### src/rtl/fsab_burst_scheduler_if.sv
// Bundle of requester-side and FSAB-side signals around the burst scheduler.
// The slave modport is the scheduler; the master modport is everything around it
// (the requesters, the downstream credit source and the consumer of fsabo_*).
interface fsab_burst_scheduler_if #(
    parameter int FSAB_DEVICES = 3,
    parameter int CREDIT_WIDTH = 4,
    parameter int FSAB_REQ_HI  = 0,
    parameter int FSAB_DID_HI  = 3,
    parameter int FSAB_ADDR_HI = 30,
    parameter int FSAB_LEN_HI  = 3,
    parameter int FSAB_DATA_HI = 63,
    parameter int FSAB_MASK_HI = 7
);
    // Flattened per-requester request fields, requester 0 in the LSB slice
    logic [FSAB_DEVICES-1:0]                  req_valids;
    logic [FSAB_DEVICES*(FSAB_REQ_HI+1)-1:0]  req_modes;
    logic [FSAB_DEVICES*(FSAB_DID_HI+1)-1:0]  req_dids;
    logic [FSAB_DEVICES*(FSAB_DID_HI+1)-1:0]  req_subdids;
    logic [FSAB_DEVICES*(FSAB_ADDR_HI+1)-1:0] req_addrs;
    logic [FSAB_DEVICES*(FSAB_LEN_HI+1)-1:0]  req_lens;
    logic [FSAB_DEVICES*(FSAB_DATA_HI+1)-1:0] req_datas;
    logic [FSAB_DEVICES*(FSAB_MASK_HI+1)-1:0] req_masks;
    logic [FSAB_DEVICES-1:0]                  req_acks;

    // Registered FSAB command/data beat
    logic                  fsabo_valid;
    logic [FSAB_REQ_HI:0]  fsabo_mode;
    logic [FSAB_DID_HI:0]  fsabo_did;
    logic [FSAB_DID_HI:0]  fsabo_subdid;
    logic [FSAB_ADDR_HI:0] fsabo_addr;
    logic [FSAB_LEN_HI:0]  fsabo_len;
    logic [FSAB_DATA_HI:0] fsabo_data;
    logic [FSAB_MASK_HI:0] fsabo_mask;

    // Downstream credit return and status
    logic                    fsabo_credit;
    logic [CREDIT_WIDTH-1:0] credits_avail;
    logic                    credit_overflow;

    modport master (
        output req_valids, req_modes, req_dids, req_subdids, req_addrs,
               req_lens, req_datas, req_masks, fsabo_credit,
        input  req_acks, fsabo_valid, fsabo_mode, fsabo_did, fsabo_subdid,
               fsabo_addr, fsabo_len, fsabo_data, fsabo_mask,
               credits_avail, credit_overflow
    );

    modport slave (
        input  req_valids, req_modes, req_dids, req_subdids, req_addrs,
               req_lens, req_datas, req_masks, fsabo_credit,
        output req_acks, fsabo_valid, fsabo_mode, fsabo_did, fsabo_subdid,
               fsabo_addr, fsabo_len, fsabo_data, fsabo_mask,
               credits_avail, credit_overflow
    );
endinterface

### src/rtl/fsab_burst_scheduler.sv
// Credit-aware round-robin scheduler sharing one FSAB command channel among
// several requesters. One beat per cycle onto a registered fsabo_* bus; a write
// burst locks the channel to its owner until its last data beat has issued.
module fsab_burst_scheduler #(
    parameter int FSAB_DEVICES = 3,
    parameter int FSAB_CREDITS = 8,
    parameter int CREDIT_WIDTH = 4,
    parameter int FSAB_REQ_HI  = 0,
    parameter int FSAB_DID_HI  = 3,
    parameter int FSAB_ADDR_HI = 30,
    parameter int FSAB_LEN_HI  = 3,
    parameter int FSAB_DATA_HI = 63,
    parameter int FSAB_MASK_HI = 7
) (
    input  logic                  clk,
    input  logic                  rst,
    fsab_burst_scheduler_if.slave bus
);
    localparam int MODE_W = FSAB_REQ_HI + 1;
    localparam int DID_W  = FSAB_DID_HI + 1;
    localparam int ADDR_W = FSAB_ADDR_HI + 1;
    localparam int LEN_W  = FSAB_LEN_HI + 1;
    localparam int DATA_W = FSAB_DATA_HI + 1;
    localparam int MASK_W = FSAB_MASK_HI + 1;
    localparam int IDX_W  = (FSAB_DEVICES > 1) ? $clog2(FSAB_DEVICES) : 1;

    localparam logic [MODE_W-1:0]       FSAB_WRITE = MODE_W'(1);
    localparam logic [IDX_W-1:0]        LAST_IDX   = IDX_W'(FSAB_DEVICES - 1);
    localparam logic [CREDIT_WIDTH-1:0] CREDIT_MAX = CREDIT_WIDTH'(FSAB_CREDITS);
    localparam logic [LEN_W-1:0]        LEN_ONE    = LEN_W'(1);

    typedef enum logic {
        ARB,
        BURST
    } state_t;

    state_t                  state, state_next;
    logic [IDX_W-1:0]        owner, owner_next;
    logic [IDX_W-1:0]        last_grant, last_grant_next;
    logic [LEN_W-1:0]        beats_left, beats_left_next;
    logic [CREDIT_WIDTH-1:0] cnt, cnt_next, cnt_dec;
    logic                    overflow, overflow_next;

    logic [IDX_W-1:0]  sel;
    logic              sel_valid;
    logic              issue;
    logic [MODE_W-1:0] sel_mode;
    logic [DID_W-1:0]  sel_did;
    logic [DID_W-1:0]  sel_subdid;
    logic [ADDR_W-1:0] sel_addr;
    logic [LEN_W-1:0]  sel_len;
    logic [DATA_W-1:0] sel_data;
    logic [MASK_W-1:0] sel_mask;

    // Requester index `step` places above `base`, wrapping at FSAB_DEVICES.
    function automatic logic [IDX_W-1:0] rr_index(input logic [IDX_W-1:0] base, input int step);
        int idx;
        idx = int'(base) + step;
        if (idx >= FSAB_DEVICES) begin
            idx = idx - FSAB_DEVICES;
        end
        return IDX_W'(idx);
    endfunction

    // Candidate selection: the locked owner in BURST, round-robin search in ARB.
    always_comb begin
        // NOTE: every combinational output gets a default first so no path leaves it unassigned (no latch).
        sel       = owner;
        sel_valid = 1'b0;
        if (state == BURST) begin
            sel_valid = bus.req_valids[owner];
        end else begin
            for (int k = 1; k <= FSAB_DEVICES; k++) begin
                if (!sel_valid && bus.req_valids[rr_index(last_grant, k)]) begin
                    sel       = rr_index(last_grant, k);
                    sel_valid = 1'b1;
                end
            end
        end
    end

    // Reset gates issue so no requester is acknowledged while the system is held in reset.
    assign issue = !rst && (cnt != '0) && sel_valid;

    assign sel_mode   = bus.req_modes  [int'(sel)*MODE_W +: MODE_W];
    assign sel_did    = bus.req_dids   [int'(sel)*DID_W  +: DID_W];
    assign sel_subdid = bus.req_subdids[int'(sel)*DID_W  +: DID_W];
    assign sel_addr   = bus.req_addrs  [int'(sel)*ADDR_W +: ADDR_W];
    assign sel_len    = bus.req_lens   [int'(sel)*LEN_W  +: LEN_W];
    assign sel_data   = bus.req_datas  [int'(sel)*DATA_W +: DATA_W];
    assign sel_mask   = bus.req_masks  [int'(sel)*MASK_W +: MASK_W];

    // One-hot acknowledge of the beat consumed this cycle.
    always_comb begin
        bus.req_acks = '0;
        if (issue) begin
            bus.req_acks[sel] = 1'b1;
        end
    end

    // Next-state logic: burst lock, round-robin pointer and saturating credit count.
    always_comb begin
        state_next      = state;
        owner_next      = owner;
        last_grant_next = last_grant;
        beats_left_next = beats_left;
        overflow_next   = overflow;

        if (issue) begin
            case (state)
                ARB: begin
                    if (sel_mode == FSAB_WRITE && sel_len > LEN_ONE) begin
                        owner_next      = sel;
                        beats_left_next = sel_len - LEN_ONE;
                        state_next      = BURST;
                    end else begin
                        last_grant_next = sel;
                    end
                end
                BURST: begin
                    beats_left_next = beats_left - LEN_ONE;
                    if (beats_left == LEN_ONE) begin
                        last_grant_next = owner;
                        state_next      = ARB;
                    end
                end
                default: state_next = ARB;
            endcase
        end

        // Simultaneous issue and credit cancel; a credit beyond full is dropped and flagged.
        cnt_dec  = cnt - {{(CREDIT_WIDTH-1){1'b0}}, issue};
        cnt_next = cnt_dec;
        if (bus.fsabo_credit) begin
            if (cnt_dec == CREDIT_MAX) begin
                overflow_next = 1'b1;
            end else begin
                cnt_next = cnt_dec + CREDIT_WIDTH'(1);
            end
        end
    end

    // Control state register.
    always_ff @(posedge clk) begin
        // NOTE: sequential state uses non-blocking assignments so every register samples pre-edge values.
        if (rst) begin
            state      <= ARB;
            owner      <= '0;
            last_grant <= LAST_IDX;
            beats_left <= '0;
            cnt        <= CREDIT_MAX;
            overflow   <= 1'b0;
        end else begin
            state      <= state_next;
            owner      <= owner_next;
            last_grant <= last_grant_next;
            beats_left <= beats_left_next;
            cnt        <= cnt_next;
            overflow   <= overflow_next;
        end
    end

    // Registered FSAB beat; fields hold their last values between issues.
    always_ff @(posedge clk) begin
        if (rst) begin
            bus.fsabo_valid  <= 1'b0;
            bus.fsabo_mode   <= '0;
            bus.fsabo_did    <= '0;
            bus.fsabo_subdid <= '0;
            bus.fsabo_addr   <= '0;
            bus.fsabo_len    <= '0;
            bus.fsabo_data   <= '0;
            bus.fsabo_mask   <= '0;
        end else begin
            bus.fsabo_valid <= issue;
            if (issue) begin
                bus.fsabo_mode   <= sel_mode;
                bus.fsabo_did    <= sel_did;
                bus.fsabo_subdid <= sel_subdid;
                bus.fsabo_addr   <= sel_addr;
                bus.fsabo_len    <= sel_len;
                bus.fsabo_data   <= sel_data;
                bus.fsabo_mask   <= sel_mask;
            end
        end
    end

    assign bus.credits_avail   = cnt;
    assign bus.credit_overflow = overflow;

endmodule

### src/flat_wrapper.sv
// flat-port wrapper written by rule: the top's interface ports become plain ports
module fsab_burst_scheduler_flat 
#(
    parameter int FSAB_DEVICES = 3,
    parameter int FSAB_CREDITS = 8,
    parameter int CREDIT_WIDTH = 4,
    parameter int FSAB_REQ_HI  = 0,
    parameter int FSAB_DID_HI  = 3,
    parameter int FSAB_ADDR_HI = 30,
    parameter int FSAB_LEN_HI  = 3,
    parameter int FSAB_DATA_HI = 63,
    parameter int FSAB_MASK_HI = 7
)
  (clk, rst, bus_req_valids, bus_req_modes, bus_req_dids, bus_req_subdids, bus_req_addrs, bus_req_lens, bus_req_datas, bus_req_masks, bus_fsabo_credit, bus_req_acks, bus_fsabo_valid, bus_fsabo_mode, bus_fsabo_did, bus_fsabo_subdid, bus_fsabo_addr, bus_fsabo_len, bus_fsabo_data, bus_fsabo_mask, bus_credits_avail, bus_credit_overflow);
  fsab_burst_scheduler_if #(.FSAB_DEVICES(FSAB_DEVICES), .CREDIT_WIDTH(CREDIT_WIDTH), .FSAB_REQ_HI(FSAB_REQ_HI), .FSAB_DID_HI(FSAB_DID_HI), .FSAB_ADDR_HI(FSAB_ADDR_HI), .FSAB_LEN_HI(FSAB_LEN_HI), .FSAB_DATA_HI(FSAB_DATA_HI), .FSAB_MASK_HI(FSAB_MASK_HI)) bus_i ();
  input  logic clk;
  input  logic rst;
  input wire logic [$bits(bus_i.req_valids)-1:0] bus_req_valids;
  input wire logic [$bits(bus_i.req_modes)-1:0] bus_req_modes;
  input wire logic [$bits(bus_i.req_dids)-1:0] bus_req_dids;
  input wire logic [$bits(bus_i.req_subdids)-1:0] bus_req_subdids;
  input wire logic [$bits(bus_i.req_addrs)-1:0] bus_req_addrs;
  input wire logic [$bits(bus_i.req_lens)-1:0] bus_req_lens;
  input wire logic [$bits(bus_i.req_datas)-1:0] bus_req_datas;
  input wire logic [$bits(bus_i.req_masks)-1:0] bus_req_masks;
  input wire logic [$bits(bus_i.fsabo_credit)-1:0] bus_fsabo_credit;
  output wire logic [$bits(bus_i.req_acks)-1:0] bus_req_acks;
  output wire logic [$bits(bus_i.fsabo_valid)-1:0] bus_fsabo_valid;
  output wire logic [$bits(bus_i.fsabo_mode)-1:0] bus_fsabo_mode;
  output wire logic [$bits(bus_i.fsabo_did)-1:0] bus_fsabo_did;
  output wire logic [$bits(bus_i.fsabo_subdid)-1:0] bus_fsabo_subdid;
  output wire logic [$bits(bus_i.fsabo_addr)-1:0] bus_fsabo_addr;
  output wire logic [$bits(bus_i.fsabo_len)-1:0] bus_fsabo_len;
  output wire logic [$bits(bus_i.fsabo_data)-1:0] bus_fsabo_data;
  output wire logic [$bits(bus_i.fsabo_mask)-1:0] bus_fsabo_mask;
  output wire logic [$bits(bus_i.credits_avail)-1:0] bus_credits_avail;
  output wire logic [$bits(bus_i.credit_overflow)-1:0] bus_credit_overflow;
  assign bus_i.req_valids = bus_req_valids;
  assign bus_i.req_modes = bus_req_modes;
  assign bus_i.req_dids = bus_req_dids;
  assign bus_i.req_subdids = bus_req_subdids;
  assign bus_i.req_addrs = bus_req_addrs;
  assign bus_i.req_lens = bus_req_lens;
  assign bus_i.req_datas = bus_req_datas;
  assign bus_i.req_masks = bus_req_masks;
  assign bus_i.fsabo_credit = bus_fsabo_credit;
  assign bus_req_acks = bus_i.req_acks;
  assign bus_fsabo_valid = bus_i.fsabo_valid;
  assign bus_fsabo_mode = bus_i.fsabo_mode;
  assign bus_fsabo_did = bus_i.fsabo_did;
  assign bus_fsabo_subdid = bus_i.fsabo_subdid;
  assign bus_fsabo_addr = bus_i.fsabo_addr;
  assign bus_fsabo_len = bus_i.fsabo_len;
  assign bus_fsabo_data = bus_i.fsabo_data;
  assign bus_fsabo_mask = bus_i.fsabo_mask;
  assign bus_credits_avail = bus_i.credits_avail;
  assign bus_credit_overflow = bus_i.credit_overflow;
  fsab_burst_scheduler #(.FSAB_DEVICES(FSAB_DEVICES), .FSAB_CREDITS(FSAB_CREDITS), .CREDIT_WIDTH(CREDIT_WIDTH), .FSAB_REQ_HI(FSAB_REQ_HI), .FSAB_DID_HI(FSAB_DID_HI), .FSAB_ADDR_HI(FSAB_ADDR_HI), .FSAB_LEN_HI(FSAB_LEN_HI), .FSAB_DATA_HI(FSAB_DATA_HI), .FSAB_MASK_HI(FSAB_MASK_HI)) u_core (.clk(clk), .rst(rst), .bus(bus_i));
endmodule
### config.mk
export PLATFORM = sky130hd
export DESIGN_NAME = fsab_burst_scheduler_flat
export DESIGN_NICKNAME = d
export VERILOG_FILES = /design/src/rtl/fsab_burst_scheduler_if.sv /design/src/rtl/fsab_burst_scheduler.sv /design/src/flat_wrapper.sv
export SDC_FILE = /design/constraint.sdc
export NUM_CORES = 1
export LEC_CHECK = 0
export ABC_AREA = 0
export CAP_MARGIN = 30
export CORE_AREA = 2 2 186 188
export CTS_CLUSTER_DIAMETER = 80
export DETAILED_ROUTE_END_ITERATION = 8
export DIE_AREA = 0 0 188 190
export GPL_TIMING_DRIVEN = 0
export PLACE_DENSITY = 0.54
export SLEW_MARGIN = 20
export SYNTH_ARGS = -nofsm -noshare
export SYNTH_HDL_FRONTEND = slang
export SYNTH_SLANG_ARGS = --single-unit
### constraint.sdc
create_clock -name clk -period 4.05 [get_ports clk]
set_input_delay 0.81 -clock clk [delete_from_list [all_inputs] [get_ports clk]]
set_output_delay 0.81 -clock clk [all_outputs]
set_load 0.02 [all_outputs]
# Word-level counts from Yosys, hierarchy flattened
# Index checks and enable logic that the tools add are counted.
[totals]
reg_bits = 131
latchBits = 0
mem_bits_rw = 0
rom_bits = 0
input_bits = 354
output_inout_bits = 125
wordCells = 99
n_memories = 0
[op_classes]
add_sub_neg = 10
n_mul = 1
div_mod_pow = 0
n_lt_le_gt_ge = 10
eq_ne = 5
n_shift = 7
n_mux = 37
bitwise = 1
n_reduce_logical = 14
[op_table]
columns = ["operator", "count"]
rows = [
  ["$shiftx 192x9->64", 1],
  ["$shiftx 93x32->31", 1],
  ["$shiftx 12x5->4", 3],
  ["$mux 2", 12],
  ["$shiftx 24x6->8", 1],
  ["$lt 2x3->1 const B", 5],
  ["$mux 1", 13],
  ["$mux 4", 3],
  ["$ge 3x2->1 const B", 3],
  ["$bmux 1 s2", 4],
  ["$pmux 4 s2", 1],
  ["$sub 4x1->4 const B", 2],
  ["$mul 2x5->7 const B", 1],
  ["$add 2x2->3 const B", 2],
  ["$logic_and 1x1->1", 6],
  ["$reduce_and 3->1", 2],
  ["$add 4x1->4 const B", 1],
  ["$eq 4x1->1 const B", 1],
  ["$eq 4x4->1 const B", 1],
  ["$gt 4x1->1 const B", 1],
  ["$ne 2x2->1 const B", 2],
  ["$pmux 2 s2", 1],
  ["$reduce_and 2->1", 2],
  ["$reduce_bool 4->1", 1],
  ["12 further kinds", 15],
]

# Logic depth before layout (Yosys ltp)
# Gate-level depths: netlist (run 1).
[depth]
ltp_word = 21
depth_mapped = 19
depth_no_buf = 16

# Least setup slack after synthesis (run 1)
# No wires, ideal clock.
[synth_timing]
path_type = "input to register"
from = "in bus_req_valids[0]"
to = "reg u_core.cnt[2] (netlist: u_core.bus.credits_avail[2])"
setup_ps = 128
t_arrival_ps = 3690
required_time_ps = 3922
path_slack_ps = 232
stages = 16
path_buffers = 2
cell_sequence = "a21boi_1 a221oi_1 o21ai_0 o311ai_2 inv_2 clkbuf_1 clkbuf_1 ha_1 ha_1 or3_1 a21boi_0 o21ai_0 nand3_1 nor2_1 a21oi_1 nor2_1"
[synth_between]
elab_chain_len = 17
elab_cells_between_ends = 24
cone_classes = "add/sub (2); eq/ne (1); mux (16); reduce/logical (5)"
[synth_lines]
columns = ["item", "line_no", "text"]
rows = [
  ["from (decl)", "flat_wrapper.sv:18", "input wire logic [$bits(bus_i.req_valids)-1:0] bus_req_valids;"],
  ["$bmux 1 s2", "fsab_burst_scheduler.sv:74", "if (!sel_valid && bus.req_valids[rr_index(last_grant, k)]) begin"],
  ["$mux 1 (implied by the code)", "fsab_burst_scheduler.sv:74", ""],
  ["$mux 1", "fsab_burst_scheduler.sv:74", ""],
  ["$mux 1", "fsab_burst_scheduler.sv:70", "if (state == BURST) begin"],
  ["$logic_not 1->1", "fsab_burst_scheduler.sv:74", ""],
  ["$logic_and 1x1->1", "fsab_burst_scheduler.sv:74", ""],
  ["$mux 1", "fsab_burst_scheduler.sv:74", ""],
  ["$mux 1", "fsab_burst_scheduler.sv:70", ""],
  ["[2 not listed]", "--", ""],
  ["$mux 1", "fsab_burst_scheduler.sv:74", ""],
  ["$mux 1 (*)", "fsab_burst_scheduler.sv:70", ""],
  ["$logic_and 1x1->1 (*)", "fsab_burst_scheduler.sv:83", "assign issue = !rst && (cnt != '0) && sel_valid;"],
  ["via u_core.issue", "fsab_burst_scheduler.sv:46", "logic issue;"],
  ["$sub 4x1->4 (*)", "fsab_burst_scheduler.sv:132", "cnt_dec = cnt - {{(CREDIT_WIDTH-1){1'b0}}, issue};"],
  ["$add 4x1->4 / $eq 4x4->1 (equally long branches)", "fsab_burst_scheduler.sv:138, fsab_burst_scheduler.sv:135", ""],
  ["$mux 4", "fsab_burst_scheduler.sv:135", "if (cnt_dec == CREDIT_MAX) begin"],
  ["$mux 4 (*)", "fsab_burst_scheduler.sv:134", "if (bus.fsabo_credit) begin"],
  ["to (signal assigned)", "fsab_burst_scheduler.sv:158", "cnt <= cnt_next;"],
  ["to (decl)", "fsab_burst_scheduler.sv:41", "logic [CREDIT_WIDTH-1:0] cnt, cnt_next, cnt_dec;"],
]
# The timed path passes the listed nets; every way through them passes the cells marked *. The select of a mux whose other input is x is not followed.
# A chain may end at the register's enable or synchronous reset.

# Worst setup path in the final report (run 1)
[layout_timing]
from = "in bus_req_valids[0]"
to = "out bus_req_acks[2]"
[layout_between]
elab_chain_len = 17
elab_cells_between_ends = 29
cone_classes = "order compare (2); mux (21); reduce/logical (6)"
[layout_lines]
columns = ["item", "line_no", "text"]
rows = [
  ["$bmux 1 s2", "fsab_burst_scheduler.sv:74", ""],
  ["$mux 1 (implied by the code)", "fsab_burst_scheduler.sv:74", ""],
  ["$mux 1", "fsab_burst_scheduler.sv:74", ""],
  ["$mux 1", "fsab_burst_scheduler.sv:70", ""],
  ["$logic_not 1->1", "fsab_burst_scheduler.sv:74", ""],
  ["$logic_and 1x1->1", "fsab_burst_scheduler.sv:74", ""],
  ["$mux 1", "fsab_burst_scheduler.sv:74", ""],
  ["$mux 1", "fsab_burst_scheduler.sv:70", ""],
  ["$logic_not 1->1", "fsab_burst_scheduler.sv:74", ""],
  ["$logic_and 1x1->1", "fsab_burst_scheduler.sv:74", ""],
  ["$mux 2", "fsab_burst_scheduler.sv:74", ""],
  ["$mux 2", "fsab_burst_scheduler.sv:70", ""],
  ["$lt 2x3->1 (implied by the code) / $ge 2x1->1 (equally long branches)", "fsab_burst_scheduler.sv:97", "bus.req_acks[sel] = 1'b1;"],
  ["$logic_and 1x1->1 (implied by the code)", "fsab_burst_scheduler.sv:97", ""],
  ["$mux 1 (implied by the code)", "fsab_burst_scheduler.sv:97", ""],
  ["$demux 1 s2", "--", ""],
  ["$mux 3 (*)", "fsab_burst_scheduler.sv:96", "if (issue) begin"],
  ["to (decl)", "flat_wrapper.sv:27", "output wire logic [$bits(bus_i.req_acks)-1:0] bus_req_acks;"],
]
# Every way passes the cells marked *; elsewhere a longest branch is shown, timed or not. The select of a mux whose other input is x is not followed.

==> results of run 1 <==
==> cell type report <==
cell class / count / area, sq um / area share
multi-input cells: 644 / 4101 / 0.3095
clock buffers: 19 / 432.9 / 0.03267
flip-flops and latches: 131 / 2626 / 0.1982
inverters: 18 / 93.84 / 0.007081
clock inverters: 13 / 147.6 / 0.01114
repair buffers: 494 / 4901 / 0.3698
plain buffers: 75 / 380.4 / 0.02870
well taps: 455 / 569.3 / 0.04296
==> state kept, by name (all words and copies together), names as in the netlist <==
name and flops:
u_core.bus.fsabo_subdid 4, u_core.bus.fsabo_len 4, u_core.bus.fsabo_addr 31, u_core.bus.credits_avail 4
u_core.state 1, u_core.bus.fsabo_did 4, u_core.owner 2, u_core.last_grant 2
u_core.bus.fsabo_valid 1, u_core.bus.fsabo_mask 8, u_core.bus.fsabo_data 64, u_core.bus.credit_overflow 1
u_core.beats_left 4, u_core.bus.fsabo_mode 1
==> metrics by stage <==
| step | instances | setup slack, ps | total power, W | setup TNS (ps) |
|---|---|---|---|---|
| 2_1_floorplan | 873 | 232.3 | 0.006702 | 0 |
| 6_report | 1849 | 100.1 | 0.01151 | 0 |
| 3_5_place_dp | 1807 | -1453 | 0.009720 | -24980 |
| 3_3_place_gp | 1806 | -1435 | 0.009674 | -31500 |
| 4_1_cts | 1835 | -91.61 | 0.01145 | -91.61 |
| 5_1_grt | 1849 | -75.01 | 0.01235 | -78.39 |
==> layer usage <==
| layer | up-vias | share of wire |
|---|---|---|
| li1 | 4193 | - |
| met1 | 3949 | 0.40 |
| met2 | 358 | 0.51 |
| met3 | 34 | 0.069 |
| met4 | 2 | 0.015 |
| met5 | - | 0.00025 |
==> synth_stat cells (all sizes together), types with 2 or more instances <==
| cell type | count |
|---|---|
| o31ai | 2 |
| nand2 | 55 |
| inv | 18 |
| xnor2 | 2 |
| nor2b | 7 |
| buf | 31 |
| a211oi | 72 |
| nand3 | 7 |
| a21oi | 54 |
| dfxtp | 131 |
| mux2i | 75 |
| a22oi | 2 |
| nor3 | 72 |
| xor2 | 2 |
| o221ai | 2 |
| a221o | 46 |
| nand2b | 3 |
| a2bb2oi | 6 |
| or3 | 2 |
| clkbuf | 49 |
| nor2 | 148 |
| o21ai | 55 |
| ha | 10 |
| a21boi | 3 |
==> what timing repair did <==
action                     CTS  global route
setup endpoints to repair    8            11
pin swaps                    2             1
resized for setup           36            20
hold buffers                 0             0
buffers inserted             1            14
==> how the worst max path moves through the flow <==
stage / end
after global routing: bus_req_acks[2]
after global placement: bus_req_acks[2]
after CTS: bus_req_acks[2]
after detailed placement: bus_req_acks[2]
after floorplan: u_core.bus.credits_avail[2]
final: bus_req_acks[2]
==> power breakdown <==
| group | internal [W] | leakage [nW] | switching [W] |
|---|---|---|---|
| combinational | 0.00333 | 3.56 | 0.00436 |
| sequential | 0.00190 | 1.09 | 0.000343 |
| clock | 0.000919 | 0.272 | 0.000657 |
==> logic make-up after synthesis <==
| logic type | count (synthesis) |
|---|---|
| flops | 131 |
| buf+inv | 98 |
| fa+ha+maj | 10 |
| mux | 76 |
| compound gates | 254 |
| xor+xnor | 4 |
| simple gates | 300 |
==> worst max-delay path: stages <==
cell and delay, ps:
clkdlybuf4s50_1 520, a21boi_1 190, a221oi_2 300, o221ai_1 200, a22oi_2 290, nor2b_1 100
buf_6 150, buf_8 150, buf_12 140, and2_1 140, buf_4 150
==> results.tsv, run 1 <==
stage	metric	value	unit
run_status	status	finished clean	
timing	Rel. slew slack	0.5428	
worst_setup_path	FF-to-FF setup slack	300	ps
grt	global-route wire length before repair	52.55	mm
logic_synthesis	async set-reset flop share out of synthesis	0	
logic_synthesis	largest family of logic cells by synthesized area	compound AO/OA/AOI/OAI gates	
die	Die H	190	microns
logic_synthesis	top cell type's share of synthesized area	0.3714	
hold_path	Min-Delay Path Depth	2	
cts	htree depth	4	
logic_synthesis	Synth Area in Simple Gates	0.1806	
cts	TritonCTS Sinks	131	
route	drt drc	0	
placed_design	GPL Wtd Cong	0.8939	
placed_design	PortBufs	478	
final_layout	Fill cells	3477	
die	Top Ports	479	
grt	GRT Max-Usage Layer	met2	
placed_design	hpwl dp	29.47	mm
route	Iter 0 DRT Violations	341	
logic_synthesis	Post-Synth XOR/XNOR Area	0.004962	
logic_synthesis	Seq cells post-synth	131	
power_and_ir_drop	maximum vdd drop	0.0002866	V
worst_setup_path	crit start category	input pin	
timing	setup repair after global routing missed its margin	true	
logic_synthesis	Distinct cells, synth	52	
die	die area	35720	sq um
grt	GR Util All Layers	0.1955	
die	# rows	68	
timing	slew at the pin closest to its max-slew limit	685.7	ps
cts	Clock Latency Late Sink	420	ps
timing	Final setup viols	0	
grt	largest net degree at the start of global routing	27	
logic_synthesis	post-synth top area cell	dfxtp_1	
route	Detailed Route WL	36.52	mm
route	post-route ant nets	0	
timing	min Tclk post-route	3950	ps
logic_synthesis	synth top area cells	dfxtp_1, mux2i_1, nor2_1	
run	Max Cap Viol	0	
logic_synthesis	cells after synthesis	873	
final_layout	layout cells sized above 1	0.06671	
die	Starting Density	0.2080	
route	via count	8536	
timing	Final period util	0.9753	
route	via/cell ratio	4.617	
timing	Final Max Tran Viols	0	
final_layout	antenna diode count	0	
grt	initial antenna violation count	1	
timing	clk_skew	13.44	ps
logic_synthesis	multiplexer area fraction after synthesis	0.1079	
worst_setup_path	crit end category	output pin	
final_layout	Final #Nets	1745	
cts	CTS tree	yes	
timing	Hold WS	477.9	ps
logic_synthesis	post-synthesis sequential area ratio	0.3714	
hold_path	Hold Path Origin	u_core.beats_left[2]	
logic_synthesis	Post-Synthesis Net Count	1237	
worst_setup_path	r2r endpoint	u_core.beats_left[2]	
hold_path	Worst Hold Class	flop to flop	
logic_synthesis	Synth Area in Compound Gates	0.2605	
grt	GR Overflow Total	0	
grt	met1 GRT Util	0.2216	
route	WL per Instance	19.75	microns
grt	GR Layer Usage met3	0.05516	
worst_setup_path	worst reg2reg path startpoint	u_core.last_grant[0]	
placed_design	DP Area	12420	sq um
grt	met2 usage	0.3592	
final_layout	commonest non-fill, non-tap cell in the layout	clkdlybuf4s50_1	
route	drt first pass iters	4	
logic_synthesis	Post-Syn Area	7061	sq um
die	die width	188	microns
timing	fmax	253.2	MHz
logic_synthesis	adder-cell share of the synthesized area	0.01772	
cts	clock buffer depth	2	
worst_setup_path	CP Data Required Time	3240	ps
final_layout	post-route cell area	13250	sq um
grt	vias in the first global route	8572	
power_and_ir_drop	power per cell area	868.6	nW/um^2
final_layout	Util after Layout	0.3904	
timing	final hold violation count	0	
cts	clk slew on worst S/H paths	60	ps
worst_setup_path	crit path from	bus_req_valids[0]	
worst_setup_path	CP Class	input pin to output pin	
logic_synthesis	ys flop type	dfxtp_1	
die	Core ar.	33950	sq um
worst_setup_path	CP Max Fanout	10	
logic_synthesis	EDFF count, synth	0	
logic_synthesis	synth warn	0	
worst_setup_path	R2R cell count	16	
cts	CTS buffer count	17	
final_layout	most frequent cells in the layout	clkdlybuf4s50_1, nor2_1, dfxtp_1	
cts	clk root buf	clkbuf_16	
power_and_ir_drop	leak pwr	4.919	nW
worst_setup_path	crit path DAT	3140	ps
final_layout	Area Overhead vs Synth	87.70	%
hold_path	Hold Path End	u_core.beats_left[2]	
logic_synthesis	post-synthesis area per instance	8.088	sq um
No activity file was read; power rests on OpenSTA's default activity.
==> run 2: changes to the inputs <==
Settings changed: CTS_CLUSTER_DIAMETER 80 to 100, PLACE_DENSITY 0.54 to 0.49, TNS_END_PERCENT set to 100.
==> run 2 against run 1 <==
Worst hold slack better by 5.2 ps. Critical path depth is the same. Combinational power decreased by 2%. Total power shrank 1.7%. Flip-flop and latch count stayed put. Die area stayed put. Core utilization fell by 0.36 points. Register-to-register slack barely moved. Clock power down 4%. Routed wire length grew 1.1%. Final cell count is 0.38% lower. Largest cell class unchanged. Highest routed layer unchanged.
==> results.tsv, run 2 (synthesis gave the netlist of run 1 again) <==
stage	metric	value	unit	change
timing	Final Max Tran Viols	0		unchanged
worst_setup_path	FF-to-FF setup slack	290	ps	about the same
power_and_ir_drop	leak pwr	4.848	nW	-1.4%
placed_design	DP Area	12420	sq um	unchanged
final_layout	most frequent cells in the layout	clkdlybuf4s50_1, nor2_1, dfxtp_1		
power_and_ir_drop	Clk network pwr share	0.134		-0.003
grt	initial antenna violation count	2		+1
cts	CTS buffer count	17		unchanged
die	Die H	190	microns	unchanged
power_and_ir_drop	maximum vdd drop	0.0003545	V	+24%
final_layout	max reg flops	64		unchanged
cts	clk root buf	clkbuf_16		
power_and_ir_drop	Gate power share	0.668		about the same
run	Max Cap Viol	0		unchanged
route	via/cell ratio	4.594		-0.49%
cts	htree depth	4		unchanged
cts	clock buffer depth	2		unchanged
cts	Clock Latency Late Sink	420	ps	about the same
placed_design	placed cell count	1807		unchanged
final_layout	Area Overhead vs Synth	85.95	%	
cts	CTS tree	yes		
hold_path	Worst Hold Class	flop to flop		
power_and_ir_drop	Sw Share	0.4733		+0.007663
worst_setup_path	r2r endpoint	u_core.beats_left[2]		
worst_setup_path	R2R cell count	16		unchanged
final_layout	Multi-input gate area	4103	sq um	about the same
placed_design	GPL Wtd Cong	0.8047		-10%
worst_setup_path	CP Class	input pin to output pin		
timing	final hold violation count	0		unchanged
power_and_ir_drop	Sequential Power Share	0.198		+0.003
final_layout	Fill cells	3524		+1.4%
worst_setup_path	crit path to	bus_req_acks[2]		
placed_design	PortBufs	478		unchanged
final_layout	commonest non-fill, non-tap cell in the layout	clkdlybuf4s50_1		
die	Top Ports	479		unchanged
die	Starting Density	0.2080		unchanged
grt	vias in the first global route	8416		-1.8%
final_layout	register area	2626	sq um	unchanged
route	drt first pass iters	4		unchanged
grt	GR Overflow Total	0		unchanged
final_layout	layout cells sized above 1	0.06205		-0.004665
worst_setup_path	crit start category	input pin		
route	Detailed Route WL	36.92	mm	+1.1%
route	via count	8462		-0.87%
final_layout	Final #Nets	1737		-0.46%
worst_setup_path	crit path DAT	3160	ps	+20 ps
route	Iter 0 DRT Violations	284		-17%
grt	largest net degree at the start of global routing	27		unchanged
cts	clk slew on worst S/H paths	60	ps	about the same
worst_setup_path	CP Max Fanout	11		+1
final_layout	Non-Filler Instances	1842		-0.38%
final_layout	leading registers by flop count	u_core.bus.fsabo_data (64), u_core.bus.fsabo_addr (31), u_core.bus.fsabo_mask (8)		
power_and_ir_drop	power per cell area	862.2	nW/um^2	-0.74%
final_layout	post-route cell area	13130	sq um	-0.93%
cts	hold_buf cts	0		unchanged
timing	Rel. slew slack	0.4858		-0.05707
worst_setup_path	crit end category	output pin		
timing	clk_skew	14.24	ps	+0.8084 ps
timing	Final period util	0.9807		+0.005442
run_status	status	finished clean		
timing	slew at the pin closest to its max-slew limit	771.3	ps	+85.61 ps
final_layout	Largest Register	u_core.bus.fsabo_data		
timing	Final setup viols	0		unchanged
route	post-route ant nets	0		unchanged
die	die area	35720	sq um	unchanged
die	Core ar.	33950	sq um	unchanged
grt	GR Util All Layers	0.2007		+0.005151
route	drt drc	0		unchanged
worst_setup_path	crit path from	bus_req_valids[2]		
die	# rows	68		unchanged
placed_design	hpwl dp	30.07	mm	+2.0%
cts	TritonCTS Sinks	131		unchanged
grt	global-route wire length before repair	53.75	mm	+2.3%
worst_setup_path	CP Data Required Time	3240	ps	about the same
timing	min Tclk post-route	3972	ps	+22.04 ps
route	WL per Instance	20.04	microns	+1.5%
timing	fmax	251.8	MHz	-0.55%
worst_setup_path	worst reg2reg path startpoint	u_core.last_grant[0]		
die	die width	188	microns	unchanged
final_layout	Util after Layout	0.3867		-0.003649
power_and_ir_drop	Psw	0.005357	W	about the same
power_and_ir_drop	P_int	0.005962	W	-3.1%
-- run 2: cell types whose count changed in the layout (fill, tap and decap cells not counted), sizes merged --
cell	before	now
bufinv	3	1
clkbuf	65	66
buf	47	38
clkinvlp	4	5
diode	0	1
clkinv	1	2
-- run 2: area by class of cell --
cell class                 instances  share of cell area
timing repair buffer             485              0.3680
multi-input combinational        644              0.3125
sequential                       131              0.2000
tap                              455             0.04336
clock buffer                      19             0.03297
buffer                            76             0.02811
clock inverter                    13            0.009530
inverter                          18            0.005337
antenna                            1           0.0001906
-- run 2: how the worst min path moves through the flow --
stage	startpoint	to	slack (ps)	cells past startpoint
2_1_floorplan	u_core.beats_left[2]	u_core.beats_left[2]	440	2
3_3_place_gp	u_core.beats_left[2]	u_core.beats_left[2]	460	2
3_5_place_dp	u_core.beats_left[2]	u_core.beats_left[2]	470	2
4_1_cts	u_core.beats_left[2]	u_core.beats_left[2]	480	2
5_1_grt	u_core.bus.fsabo_data[7]	u_core.bus.fsabo_data[7]	510	2
6_report	u_core.beats_left[2]	u_core.beats_left[2]	480	2
-- run 2: per-stage QoR --
| stage | setup WS (ps) | TNS, ps | hold WS [ps] | total power, W |
|---|---|---|---|---|
| 2_1_floorplan | 232.3 | 0 | 444.8 | 0.006702 |
| 3_3_place_gp | -1426 | -33720 | 461.6 | 0.009723 |
| 3_5_place_dp | -1412 | -21870 | 466.5 | 0.009757 |
| 4_1_cts | 2.353 | 0 | 476.9 | 0.01142 |
| 5_1_grt | -46.47 | -46.47 | 514.2 | 0.01219 |
| 6_report | 78.01 | 0 | 483.1 | 0.01132 |
-- run 2: critical path, cell delays in order --
cell             delay (ps)
clkdlybuf4s50_1         620
nor2b_1                 100
and4_1                  250
o31ai_2                 290
a22oi_2                 120
nor2b_1                 160
buf_6                   140
buf_12                  130
buf_6                   140
and2_1                  130
clkdlybuf4s15_2         260
-- run 2: what timing repair did --
item | CTS | global route
pin swaps | 2 | 1
cloned | 0 | 0
endpoints found under the hold margin | 0 | 0
gates resized for setup | 38 | 13
buffers inserted | 2 | 4
setup endpoints to repair | 8 | 9
-- run 2: power groups by stage --
stage	Combinational, W	Sequential [W]	Clock, W
floorplan	0.00381	0.00289	0
global placement	0.00748	0.00224	0
detailed placement	0.00750	0.00226	0
CTS	0.00761	0.00224	0.00157
global route	0.00825	0.00231	0.00163
finish	0.00756	0.00224	0.00152
-- run 2: layer usage --
metal	vias up	global-route usage	routed length (microns)
met5	-	0	13
met4	2	0.04391	431
met3	22	0.05977	2639
met2	324	0.3724	19040
met1	3924	0.2252	14790
li1	4190	-	-
==> run 3: changes to the inputs <==
Settings changed: ABC_AREA 0 to not set.
==> results of run 3 <==
No change in the layout: final DEF, timing and power equal those of run 2.
